**src/rtl/jam_pkg.sv**
```systemverilog
`default_nettype none
// ============================================================================
// Module   : jam_pkg
// Brief    : Shared sizes, FSM state encoding and list helper for jam_ctrl.
// Revision : 1.0 - initial release
// ============================================================================
package jam_pkg;

  localparam int NUM_WORK = 8;
  localparam int IDX_W    = 3;
  localparam int COST_W   = 7;
  localparam int SUM_W    = 10;
  localparam int CNT_W    = 4;
  localparam int CNT_MAX  = 15;
  localparam int LIST_W   = NUM_WORK * IDX_W;

  typedef enum logic [2:0] {
    ST_IDLE  = 3'd0,
    ST_REQ   = 3'd1,
    ST_WAIT  = 3'd2,
    ST_FETCH = 3'd3,
    ST_DRAIN = 3'd4,
    ST_CHECK = 3'd5,
    ST_DONE  = 3'd6
  } state_e;

  // Plain-vector aliases so the state register stays a legacy 3-bit vector
  localparam logic [2:0] S_IDLE  = ST_IDLE;
  localparam logic [2:0] S_REQ   = ST_REQ;
  localparam logic [2:0] S_WAIT  = ST_WAIT;
  localparam logic [2:0] S_FETCH = ST_FETCH;
  localparam logic [2:0] S_DRAIN = ST_DRAIN;
  localparam logic [2:0] S_CHECK = ST_CHECK;
  localparam logic [2:0] S_DONE  = ST_DONE;

  // Job assigned to worker idx; a constant-index mux, no index arithmetic
  function automatic logic [IDX_W-1:0] job_of(input logic [LIST_W-1:0] list,
                                              input logic [IDX_W-1:0]  idx);
    logic [IDX_W-1:0] w_job;
    w_job = '0;
    for (int k = 0; k < NUM_WORK; k++) begin
      if (idx == IDX_W'(k)) w_job = list[k*IDX_W +: IDX_W];
    end
    return w_job;
  endfunction

endpackage
`default_nettype wire

```
**src/rtl/jam_cost_acc.sv**
```systemverilog
`default_nettype none
// ============================================================================
// Module   : jam_cost_acc
// Brief    : Per-permutation cost accumulator, prune comparator, best/count.
// Revision : 1.0 - initial release
// ============================================================================
module jam_cost_acc
  import jam_pkg::*;
(
  input  logic              CLK,
  input  logic              RST,
  input  logic              i_clr,
  input  logic              i_acc_en,
  input  logic [COST_W-1:0] i_match_cost,
  input  logic              i_commit,
  output logic              o_prune,
  output logic [SUM_W-1:0]  o_best,
  output logic [CNT_W-1:0]  o_count
);

  localparam logic [CNT_W-1:0] c_cnt_one = CNT_W'(1);
  localparam logic [CNT_W-1:0] c_cnt_max = CNT_W'(CNT_MAX);

  logic [SUM_W-1:0] r_sum;
  logic [SUM_W-1:0] r_best;
  logic [CNT_W-1:0] r_count;
  logic             r_min_seen;
  logic [SUM_W-1:0] w_sum_next;

  assign w_sum_next = r_sum + SUM_W'(i_match_cost);

  // Costs are non-negative, so once the partial sum passes best it never recovers
  assign o_prune = i_acc_en && r_min_seen && (w_sum_next > r_best);

  always_ff @(posedge CLK) begin
    if (RST) begin
      r_sum      <= '0;
      r_best     <= '0;
      r_count    <= '0;
      r_min_seen <= 1'b0;
    end else begin
      if (i_clr) begin
        r_sum <= '0;
      end else if (i_acc_en) begin
        r_sum <= w_sum_next;
      end

      if (i_commit) begin
        if (!r_min_seen || (r_sum < r_best)) begin
          r_best     <= r_sum;
          r_count    <= c_cnt_one;
          r_min_seen <= 1'b1;
        end else if ((r_sum == r_best) && (r_count != c_cnt_max)) begin
          r_count <= r_count + c_cnt_one;
        end
      end
    end
  end

  assign o_best  = r_best;
  assign o_count = r_count;

endmodule
`default_nettype wire

```
**src/rtl/jam_ctrl.sv**
```systemverilog
`default_nettype none
// ============================================================================
// Module   : jam_ctrl
// Brief    : Exhaustive job-assignment search over engine-supplied permutations.
// Revision : 1.0 - initial release
// ============================================================================
module jam_ctrl
  import jam_pkg::*;
(
  input  logic              CLK,
  input  logic              RST,
  output logic              perm_next,
  input  logic              perm_valid,
  input  logic [LIST_W-1:0] perm_list,
  input  logic              perm_last,
  output logic [IDX_W-1:0]  W,
  output logic [IDX_W-1:0]  J,
  input  logic [COST_W-1:0] MatchCost,
  output logic [SUM_W-1:0]  MinCost,
  output logic [CNT_W-1:0]  MatchCount,
  output logic              Valid
);

  localparam logic [IDX_W-1:0] c_idx_last = IDX_W'(NUM_WORK - 1);

  logic [2:0]        r_state;
  logic [2:0]        w_state_nxt;
  logic [IDX_W-1:0]  r_idx;
  logic [IDX_W-1:0]  r_w;
  logic [IDX_W-1:0]  r_j;
  logic [LIST_W-1:0] r_list;
  logic              r_last;
  logic              r_fetch_d;
  logic              r_abort;
  logic              r_valid;
  logic              w_take;
  logic              w_fetch;
  logic              w_acc_en;
  logic              w_commit;
  logic              w_prune;

  assign w_take   = (r_state == S_WAIT) && perm_valid;
  assign w_fetch  = (r_state == S_FETCH);
  // ROM answers one cycle after a fetch; once pruned to CHECK it is dropped
  assign w_acc_en = r_fetch_d && ((r_state == S_FETCH) || (r_state == S_DRAIN));
  assign w_commit = (r_state == S_CHECK) && !r_abort;

  always_comb begin
    w_state_nxt = r_state;
    case (r_state)
      S_IDLE:  w_state_nxt = S_REQ;
      S_REQ:   w_state_nxt = S_WAIT;
      S_WAIT:  if (perm_valid) w_state_nxt = S_FETCH;
      S_FETCH: begin
        if (w_prune)                  w_state_nxt = S_CHECK;
        else if (r_idx == c_idx_last) w_state_nxt = S_DRAIN;
      end
      S_DRAIN: w_state_nxt = S_CHECK;
      S_CHECK: w_state_nxt = r_last ? S_DONE : S_REQ;
      S_DONE:  w_state_nxt = S_DONE;
      default: w_state_nxt = S_IDLE;
    endcase
  end

  always_ff @(posedge CLK) begin
    if (RST) begin
      r_state   <= S_IDLE;
      r_idx     <= '0;
      r_w       <= '0;
      r_j       <= '0;
      r_list    <= '0;
      r_last    <= 1'b0;
      r_fetch_d <= 1'b0;
      r_abort   <= 1'b0;
      r_valid   <= 1'b0;
    end else begin
      r_state   <= w_state_nxt;
      r_fetch_d <= w_fetch;
      r_w       <= W;
      r_j       <= J;
      r_valid   <= (r_state == S_CHECK) && r_last;

      if (w_take) begin
        r_list <= perm_list;
        r_last <= perm_last;
        r_idx  <= '0;
      end else if (w_fetch) begin
        r_idx <= r_idx + 1'b1;
      end

      if (w_prune) begin
        r_abort <= 1'b1;
      end else if (r_state == S_CHECK) begin
        r_abort <= 1'b0;
      end
    end
  end

  // W/J follow idx during FETCH and otherwise hold the last pair driven
  assign W         = w_fetch ? r_idx : r_w;
  assign J         = w_fetch ? job_of(r_list, r_idx) : r_j;
  assign perm_next = (r_state == S_REQ);
  assign Valid     = r_valid;

  jam_cost_acc u_cost_acc (
    .CLK          (CLK),
    .RST          (RST),
    .i_clr        (w_take),
    .i_acc_en     (w_acc_en),
    .i_match_cost (MatchCost),
    .i_commit     (w_commit),
    .o_prune      (w_prune),
    .o_best       (MinCost),
    .o_count      (MatchCount)
  );

endmodule
`default_nettype wire

```
**config.mk**
```make
export PLATFORM = sky130hd
export DESIGN_NAME = jam_ctrl
export DESIGN_NICKNAME = d
export VERILOG_FILES = /design/src/rtl/jam_pkg.sv /design/src/rtl/jam_cost_acc.sv /design/src/rtl/jam_ctrl.sv
export SDC_FILE = /design/constraint.sdc
export NUM_CORES = 1
export LEC_CHECK = 0
export ABC_CLOCK_PERIOD_IN_PS = 3400
export BUFFER_PORTS_ARGS = -buffer_cell sky130_fd_sc_hd__buf_2
export CAP_MARGIN = 25
export CORE_ASPECT_RATIO = 1.75
export CORE_MARGIN = 4
export CORE_UTILIZATION = 35
export CTS_CLUSTER_SIZE = 24
export DETAILED_ROUTE_END_ITERATION = 8
export GPL_ROUTABILITY_DRIVEN = 0
export SYNTH_ARGS = -nofsm -noshare
export SYNTH_HDL_FRONTEND = slang
export SYNTH_SLANG_ARGS = --single-unit
```
**constraint.sdc**
```tcl
create_clock -name CLK -period 3.4 [get_ports CLK]
set_clock_uncertainty 0.05 [all_clocks]
set_input_delay 0.34 -clock CLK [delete_from_list [all_inputs] [get_ports CLK]]
set_output_delay 0.34 -clock CLK [all_outputs]
set_load 0.01 [all_outputs]
```
==> results of run 1 <==
-- synth_stat cells, types with 2 or more instances --
cell type,n
a31oi_1,6
nand4_1,5
and2_1,4
or3_1,4
nor4_1,2
o2111ai_1,10
and3b_1,3
nor3_2,3
clkbuf_1,10
nand2_1,83
and3_1,4
o211ai_1,2
xor2_1,5
nand3_1,8
o21a_1,3
buf_6,2
a21o_1,2
a21oi_1,53
xnor2_1,7
nor3_1,8
a211oi_1,5
o31ai_1,3
o21ai_0,20
a311oi_1,2
inv_1,24
nand2b_1,6
nor2_1,21
buf_4,5
mux2i_1,4
dfxtp_1,65
buf_2,6
a211oi_2,2
ha_1,34
o31ai_2,8
-- tightest hold or removal path, delay by kind of cell --
kind | cells | cell delay, ps
AO/OA/AOI/OAI | 1 | 50
buffers and inverters | 1 | 90
AND/OR/NAND/NOR | 1 | 40
-- cells by family after synthesis --
kind of cell,count (synthesis),share of synthesized area
and+or+nand+nor,160,0.200
AOI/OAI and AO/OA,133,0.244
DFF,65,0.340
buffers and inverters,49,0.0615
adders and majority gates,35,0.116
xor gates and xnor gates,12,0.0275
muxes,4,0.0105
-- power groups by stage --
stage | Combinational [mW] | Sequential (mW) | Clock, mW
floorplan | 0.193 | 0.826 | 0
global placement | 0.245 | 0.839 | 0
detailed placement | 0.251 | 0.841 | 0
CTS | 0.252 | 0.824 | 1.01
global route | 0.278 | 0.829 | 1.03
finish | 0.249 | 0.825 | 0.983
-- layer usage --
| metal | wire, um | track usage | up-vias |
|---|---|---|---|
| met4 | 593 | 0.108 | 0 |
| met5 | 0 | 0 | - |
| li1 | - | - | 1737 |
| met2 | 5760 | 0.315 | 114 |
| met1 | 3820 | 0.164 | 1582 |
| met3 | 460 | 0.0294 | 37 |
-- worst max-delay path by stage --
| stage | slack [ps] | cells past startpoint | to |
|---|---|---|---|
| final | 300 | 12 | r_state[2] |
| after global routing | 30 | 12 | r_state[1] |
| after CTS | 320 | 12 | r_state[2] |
| after detailed placement | 220 | 13 | r_state[2] |
| after global placement | 240 | 13 | r_state[2] |
| after floorplan | 570 | 12 | r_state[2] |
-- layout make-up --
class	count	area [um^2]	area share
timing repair buffer	65	348	0.0771
clock inverter	7	95.1	0.0211
sequential	65	1300	0.288
tap	130	163	0.0361
clock buffer	9	225	0.0499
inverter	24	90.1	0.0200
multi-input combinational	344	2290	0.507
-- flip-flops by register name, indices dropped and copies added, names as in the netlist --
signal                 flops
u_cost_acc.r_min_seen      1
u_cost_acc.r_sum          10
u_cost_acc.o_count         4
r_last                     1
r_fetch_d                  1
r_list                    24
r_state                    3
r_abort                    1
Valid                      1
r_j                        3
r_w                        3
u_cost_acc.o_best         10
r_idx                      3
-- metrics by stage --
step                instances  power, mW  cell area [um^2]  utilization
global placement          628       1.08              4190        0.392
finish                    644       2.06              4510        0.422
global route              644       2.14              4510        0.422
floorplan                 458       1.02              3820            -
CTS                       644       2.08              4510        0.422
detailed placement        628       1.09              4190        0.392
==> metrics.md, run 1 <==
| Metric | Value |
|---|---|
| Share of power burned in registers | 0.401 |
| Sequential area share after synthesis | 0.340 |
| FF+latch count, synth | 65 |
| Tot GR Track Use | 0.169 |
| Nets | 579 |
| Final setup viols | 0 |
| Ports | 57 |
| CP cell instances | ha_1 > fa_1 > a211oi_1 > o21ai_0 > a21oi_1 > xnor2_1 > ha_1 > o21a_1 > o211ai_1 > a41oi_1 > a211oi_1 > nor4_1 |
| CTS Sinks | 65 |
| Worst-Margin Slew | 682 ps |
| Routed len/inst | roughly 17 um |
| Syn avg cell area | roughly 8.4 um^2 |
| Unrepaired setup endpoints after global routing | false |
| Die W | 87.0 um |
| DRT iter0 DRCs | roughly 160 |
| Vias per inst | 5.39 |
| Rel. slew slack | 0.546 |
| P_sw | around 0.53 mW |
| Max Buffers Root-to-Sink | 2 |
| Synth Net Count | around 530 |
| Hold endpoint | r_list[3] |
| HP Class | in2reg |
| DP Worst Slack | between 200 and 250 ps |
| CTS H-tree depth | 3 |
| Core ar. | 10700 um^2 |
| Critical Path Start | u_cost_acc.r_sum[0] |
| Clock slew at reported path FFs | 50 ps |
| Max-cap violations | 0 |
| Initial core utilization | 0.358 |
| Post-DP HPWL | approximately 8.2 mm |
| Initial antenna violation count | 0 |
| Antenna-violating nets left | 0 |
| CTS resizes | 0 |
| CP endpoint kind | flip-flop |
| Combinational share of power | 0.121 |
| Crit-path slowest cell | fa_1 |
| Post CTS Setup Buffer Count | 0 |
| Post-synth EDFFs | 0 |
| Hold buffer count at CTS | 0 |
| Top Family by Delay on Critical Path | compound AO/OA/AOI/OAI gates |
| YS warnings | 0 |
| Die area | ~13000 um^2 |
| WHS | ~200 ps |
| Vias in the first global route | 3476 |
| Routed Wire Length | 10.6 mm |
| Async SR Flop Fraction | 0 |
| Placement Rows | 50 |
| WS Path Type | reg2reg |
| Area grow syn2layout | 17.9% |
| CP required | roughly 3600 ps |
| Hold_sp | perm_list[3] |
| Root Buffer | clkbuf_16 |
| Filler instances | 1076 |
| VDD IR max | around 0.33 mV |
| FF-to-FF End | r_state[2] |
| Sum Neg Setup Slack | 0 ps |
| Layout cell share with drive strength beyond 1 | 0.212 |
| Top cell type's share of synthesized area | 0.340 |
| Leakage Power | around 1.8 nW |
| Global-route wire length before repair | roughly 17 mm |
| Final Worst Setup Slack | 303 ps |
| Sw Ratio | 0.258 |
| Commonest non-fill, non-tap cells in the layout | nand2_1, dfxtp_1, buf_2 |
| Worst reg2reg startpoint | u_cost_acc.r_sum[0] |
| Slowest Stage Delay on Critical Path | about 420 ps |
| Drt pass-1 iters | 4 |
| Setup crit start kind | flip-flop |
| DRC Markers | 0 |
| Grt ovf | 0 |
| TritonCTS clock tree | built |
| Syn Inst Count | 458 |
| Pwr dens | 456 nW/um^2 |
| Synth area leader | dfxtp_1 |
| Fin crit period | 3100 ps |
| Crit path arrival time | between 3000 and 4000 ps |
| Clock buffer count from CTS | 9 |
| Top post-synthesis cells by area | dfxtp_1, ha_1, nand2_1 |
| I/O Buffers | 56 |
| Slew Viols, Final | 0 |
| Netlist cell types | 63 |
| Most common cell after layout, fill and taps aside | nand2_1 |
| Antenna cell count | 0 |
| Synth Cell Area | 3820 um^2 |
| Final Hold Fails | 0 |
| P_int | 1.53 mW |
| Clock share of power | 0.478 |
| Fin crit share | 0.911 |
| Vias | 3470 |
| Buf/Inv on CP | 0 |
| Run status | finished clean |
| Die height | 146 um |
| Fmax | between 300 and 400 MHz |
| Reg2Reg Depth | 12 |
| Skew-Pair Late Insertion Delay | roughly 330 ps |
| Worst-path maximum fanout | 4 |
| Largest net degree at the start of global routing | 37 |
| Most used flip-flop cell after synthesis | dfxtp_1 |
| Worst R2R Setup Slack | 300 ps |
| WHS Path Cells | 3 |
Power figures use the tool's default switching activity.
==> inputs of run 2 (changes only) <==
--- a/config.mk
+++ b/config.mk
@@ -14,6 +14,7 @@
 export CTS_CLUSTER_SIZE = 24
 export DETAILED_ROUTE_END_ITERATION = 8
 export GPL_ROUTABILITY_DRIVEN = 0
+export REMOVE_ABC_BUFFERS = 1
 export SYNTH_ARGS = -nofsm -noshare
 export SYNTH_HDL_FRONTEND = slang
 export SYNTH_SLANG_ARGS = --single-unit
==> run 2 against run 1 <==
Against the previous run:
- sequential power hardly changed
- combinational power hardly changed
- cell count is 0.62% lower
- flip-flop and latch count stayed put
- utilization is 0.43 points lower
- largest power group unchanged
- highest routed layer unchanged
- clock power is 5.9% lower
- die area stayed put
==> metrics.md, run 2 (same netlist as run 1, synthesis figures left out) <==
| Metric | Value |
|---|---|
| Initial core utilization | 0.358 |
| Hold buffer count at CTS | 0 |
| CP cell instances | ha_1 > fa_1 > a211oi_1 > o21ai_0 > a21oi_1 > xnor2_1 > ha_1 > o21a_1 > o211ai_1 > a41oi_1 > a211oi_1 > nor4_1 |
| Fin crit share | 0.908 |
| DRC Markers | 0 |
| Overall power | 2.00 mW |
| Worst-path maximum fanout | 4 |
| CTS resizes | 0 |
| DRT iter0 DRCs | 83 |
| Max-cap violations | 0 |
| Max reg flops | 24 |
| VDD IR max | 0.269 mV |
| Final Worst Setup Slack | around 310 ps |
| Vias in the first global route | 3430 |
| I/O Buffers | 56 |
| Top Family by Delay on Critical Path | compound AO/OA/AOI/OAI gates |
| Area grow syn2layout | 16.7% |
| Routed len/inst | 16.0 um |
| Core ar. | ~11000 um^2 |
| Final setup viols | 0 |
| Antenna-violating nets left | 0 |
| Pwr dens | 447 nW/um^2 |
| Slowest Stage Delay on Critical Path | about 430 ps |
| Crit-path slowest cell | fa_1 |
| Antenna cell count | 0 |
| Root Buffer | clkbuf_16 |
| Run status | finished clean |
| Commonest non-fill, non-tap cells in the layout | nand2_1, dfxtp_1, buf_2 |
| Unrepaired setup endpoints after global routing | false |
| CTS Sinks | 65 |
| Final core area utilization | 0.417 |
| Max Buffers Root-to-Sink | 2 |
| Vias | 3422 |
| Post CTS Setup Buffer Count | 0 |
| Fin crit period | 3090 ps |
| Reg with most FFs | r_list |
| Most common cell after layout, fill and taps aside | nand2_1 |
| Sum Neg Setup Slack | 0 ps |
| Final Hold Fails | 0 |
| Drt pass-1 iters | 4 |
| WHS | 196 ps |
| Initial antenna violation count | 0 |
| Routed Wire Length | just over 10 mm |
| WS Path Type | reg2reg |
| Fmax | about 320 MHz |
| Placement Rows | 50 |
| Tot GR Track Use | 0.167 |
| Buf/Inv on CP | 0 |
| Largest net degree at the start of global routing | 47 |
| Die W | 87.0 um |
| Crit path arrival time | between 3000 and 4000 ps |
| Post-DP HPWL | 7.78 mm |
| Worst-Margin Slew | 905 ps |
| TritonCTS clock tree | built |
| CP endpoint kind | flip-flop |
| Vias per inst | 5.35 |
| Die height | roughly 150 um |
| Skew-Pair Late Insertion Delay | 330 ps |
| CP required | 3540 ps |
| Clock slew at reported path FFs | 60 ps |
| Leakage Power | 1.77 nW |
| Clock buffer count from CTS | 9 |
| Ports | 57 |
| Filler instances | 1082 |
| Layout cell share with drive strength beyond 1 | 0.204 |
| Setup crit start kind | flip-flop |
| Slew Viols, Final | 0 |
| Global-route wire length before repair | 16.6 mm |
| DP Worst Slack | 260 ps |
| CTS H-tree depth | 3 |
| Die area | 12700 um^2 |
| Grt ovf | 0 |
| Rel. slew slack | 0.396 |
| Nets | 576 |
| HP Class | in2reg |
[run 2: changes by cell type in the layout (fill, tap and decap cells not counted)]
cell | previous run | this run
clkinvlp_4 | 1 | 0
bufinv_16 | 2 | 1
clkinv_4 | 2 | 0
clkbuf_1 | 0 | 1
clkbuf_8 | 0 | 2
buf_4 | 9 | 6
[run 2: layout make-up]
cell class                      instances  area [um^2]  share of cell area
Clock buffer                           12          256              0.0575
Clock inverter                          3         40.0             0.00897
Inverter                               24         90.1              0.0202
Multi-Input combinational cell        344         2290               0.513
Sequential cell                        65         1300               0.291
Tap cell                              130          163              0.0364
Timing Repair Buffer                   62          325              0.0729
[run 2: path summary, 6_finish.rpt]
| check | from | end | slack, ps | cells past startpoint |
|---|---|---|---|---|
| max | u_cost_acc.r_sum[0] | r_state[2] | 310 | 12 |
| min | perm_list[4] | r_list[4] | 200 | 3 |
| max reg2reg | u_cost_acc.r_sum[0] | r_state[2] | 310 | 12 |
| min reg2reg | r_list[23] | r_list[23] | 400 | 2 |
[run 2: report_power, final]
group / internal (mW) / switching, mW / leakage (nW) / total, mW
clock: 0.601 / 0.324 / 0.148 / 0.925
combinational: 0.0912 / 0.156 / 1.10 / 0.248
sequential: 0.793 / 0.0311 / 0.525 / 0.824
[run 2: per-layer routing]
metal,wire length (um),GRT usage,vias up
met4,309,0.0835,0
met5,0,0,-
li1,-,-,1729
met3,405,0.0299,23
met1,3880,0.167,1601
met2,5670,0.316,69
[run 2: through the flow]
stage	area (um^2)	cells
floorplan	3680	433
detailed placement	4170	625
global route	4460	640
global placement	4170	625
CTS	4460	640
finish	4460	640
[run 2: worst register-to-register path, stage by stage, from the launching register on]
cell,delay (ps)
dfxtp_1,340
ha_1,220
fa_1,430
a211oi_1,280
o21ai_0,130
a21oi_1,180
xnor2_1,160
ha_1,280
o21a_1,170
o211ai_1,190
a41oi_1,100
a211oi_1,330
nor4_1,80
==> inputs of run 3 (changes only) <==
--- a/config.mk
+++ b/config.mk
@@ -10,10 +10,11 @@
 export CAP_MARGIN = 25
 export CORE_ASPECT_RATIO = 1.75
 export CORE_MARGIN = 4
-export CORE_UTILIZATION = 35
+export CORE_UTILIZATION = 55
 export CTS_CLUSTER_SIZE = 24
 export DETAILED_ROUTE_END_ITERATION = 8
 export GPL_ROUTABILITY_DRIVEN = 0
+export PLACE_DENSITY = 0.81
 export REMOVE_ABC_BUFFERS = 1
 export SYNTH_ARGS = -nofsm -noshare
 export SYNTH_HDL_FRONTEND = slang
==> constraint.sdc (replaced) <==
create_clock -name CLK -period 3.4 [get_ports CLK]
set_clock_uncertainty 0.05 [all_clocks]
set_input_delay 0.34 -clock CLK [delete_from_list [all_inputs] [get_ports CLK]]
set_output_delay 0.34 -clock CLK [all_outputs]
set_load 0.1 [all_outputs]
==> run 3 against run 2 <==
Against the previous run:
- hold slack worse by 0.87 ps
- count of clock-buffer cells in the layout unchanged
- clock power down 0.6%
- design area down 1.6%
- highest routed layer unchanged
- die area down 34%
- first-iteration DRC count up 110%
==> metrics.md, run 3 (same netlist as run 1, synthesis figures left out) <==
| Metric | Value |
|---|---|
| Overall power | 2.03 mW |
| Ports | 57 |
| CP endpoint kind | flip-flop |
| CTS Sinks | 65 |
| Die height | 118 um |
| Final Hold Fails | 0 |
| Antenna-violating nets left | 0 |
| Max reg flops | 24 |
| Hold buffer count at CTS | 0 |
| Fin crit period | about 3100 ps |
| Clock buffer count from CTS | 9 |
| Vias in the first global route | between 3000 and 4000 |
| Max Buffers Root-to-Sink | 2 |
| Tot GR Track Use | 0.238 |
| CTS resizes | 0 |
| WS Path Type | reg2reg |
| Die area | 8410 um^2 |
| Post CTS Setup Buffer Count | 0 |
| Slew Viols, Final | 0 |
| Largest net degree at the start of global routing | 47 |
| Initial antenna violation count | 0 |
| Unrepaired setup endpoints after global routing | false |
| Worst-Margin Slew | 904 ps |
| DRT iter0 DRCs | 177 |
| Layout cell share with drive strength beyond 1 | 0.201 |
| Placement Rows | 40 |
| Most common cell after layout, fill and taps aside | nand2_1 |
| HP Class | in2reg |
| Skew-Pair Late Insertion Delay | 330 ps |
| Reg with most FFs | r_list |
| Critical Path Start | u_cost_acc.r_sum[0] |
| Vias per inst | 5.92 |
| Worst-path maximum fanout | 4 |
| Clock slew at reported path FFs | 50 ps |
| TritonCTS clock tree | built |
| Crit path to | r_state[2] |
| Routed len/inst | 16.2 um |
| Setup crit start kind | flip-flop |
| Drt pass-1 iters | 4 |
| FF-to-FF End | r_state[2] |
| CTS H-tree depth | 3 |
| Area grow syn2layout | 14.8% |
| Routed Wire Length | about 9.6 mm |
| DRC Markers | 0 |
| Fin crit share | 0.922 |
| Vias | ~3500 |
| Final setup viols | 0 |
| CP required | 3540 ps |
| Core ar. | 6810 um^2 |
| Initial core utilization | 0.562 |
| Crit path arrival time | 3270 ps |
| Max-cap violations | 0 |
| Die W | slightly above 70 um |
| Fmax | roughly 320 MHz |
| Antenna cell count | 0 |
| Global-route wire length before repair | 15.9 mm |
| Leakage Power | 1.76 nW |
| Reg2Reg Depth | 12 |
| Run status | finished clean |
| Worst R2R Setup Slack | between 200 and 300 ps |
| Grt ovf | 0 |
| VDD IR max | 0.260 mV |
| Sum Neg Setup Slack | 0 ps |
| Rel. slew slack | 0.397 |
| Root Buffer | clkbuf_16 |
| Post-DP HPWL | 7.15 mm |
| Nets | 574 |
| I/O Buffers | 56 |
| Commonest non-fill, non-tap cells in the layout | nand2_1, dfxtp_1, buf_2 |
| Filler instances | 595 |
| Pwr dens | 461 nW/um^2 |
| Worst reg2reg startpoint | u_cost_acc.r_sum[0] |
==> run 3: cell types whose count changed in the layout (fill, tap and decap cells not counted) <==
| cell | previous run | this run |
|---|---|---|
| buf_4 | 6 | 4 |
==> run 3: critical path: stages (launching register included) <==
cell	delay (ps)
dfxtp_1	340
ha_1	220
fa_1	440
a211oi_1	290
o21ai_0	140
a21oi_1	200
xnor2_1	170
ha_1	280
o21a_1	170
o211ai_1	150
a41oi_1	80
a211oi_1	370
nor4_1	100
==> run 3: worst min path at each step <==
stage,startpoint,end,depth (start not counted)
after global routing,perm_list[8],r_list[8],3
after floorplan,RST,r_last,1
after global placement,r_list[23],r_list[23],2
after CTS,perm_list[8],r_list[8],3
after detailed placement,r_list[23],r_list[23],2
final,perm_list[11],r_list[11],3
==> run 3: report_power, final <==
group          internal, mW  switching, mW
combinational        0.0904          0.190
clock                 0.600          0.319
sequential            0.793         0.0326
total                  1.48          0.542
==> run 3: layer usage <==
layer  share of wire  routed length [um]  global-route usage  vias up
met5               0                   0                   0        -
met4           0.051                 488               0.154        0
li1                -                   -                   -     1724
met2            0.54                5210               0.442      104
met1            0.36                3400               0.225     1639
met3           0.049                 469              0.0511       35
==> run 3: stage by stage <==
step	setup WS, ps	hold WS, ps	area [um^2]	utilization	cells
after floorplan	-281	359	3680	-	433
after global placement	306	388	4100	0.602	577
after detailed placement	172	392	4100	0.602	577
after CTS	282	190	4390	0.645	592
after global routing	84.6	200	4390	0.645	592
final	265	196	4390	0.645	592
==> run 3: cell type report <==
cell class / count / area, um^2 / area share
Clock inverter: 3 / 40.0 / 0.00912
Sequential cell: 65 / 1300 / 0.296
Clock buffer: 12 / 256 / 0.0584
Multi-Input combinational cell: 344 / 2290 / 0.521
Tap cell: 84 / 105 / 0.0239
Inverter: 24 / 90.1 / 0.0205
Timing Repair Buffer: 60 / 310 / 0.0707
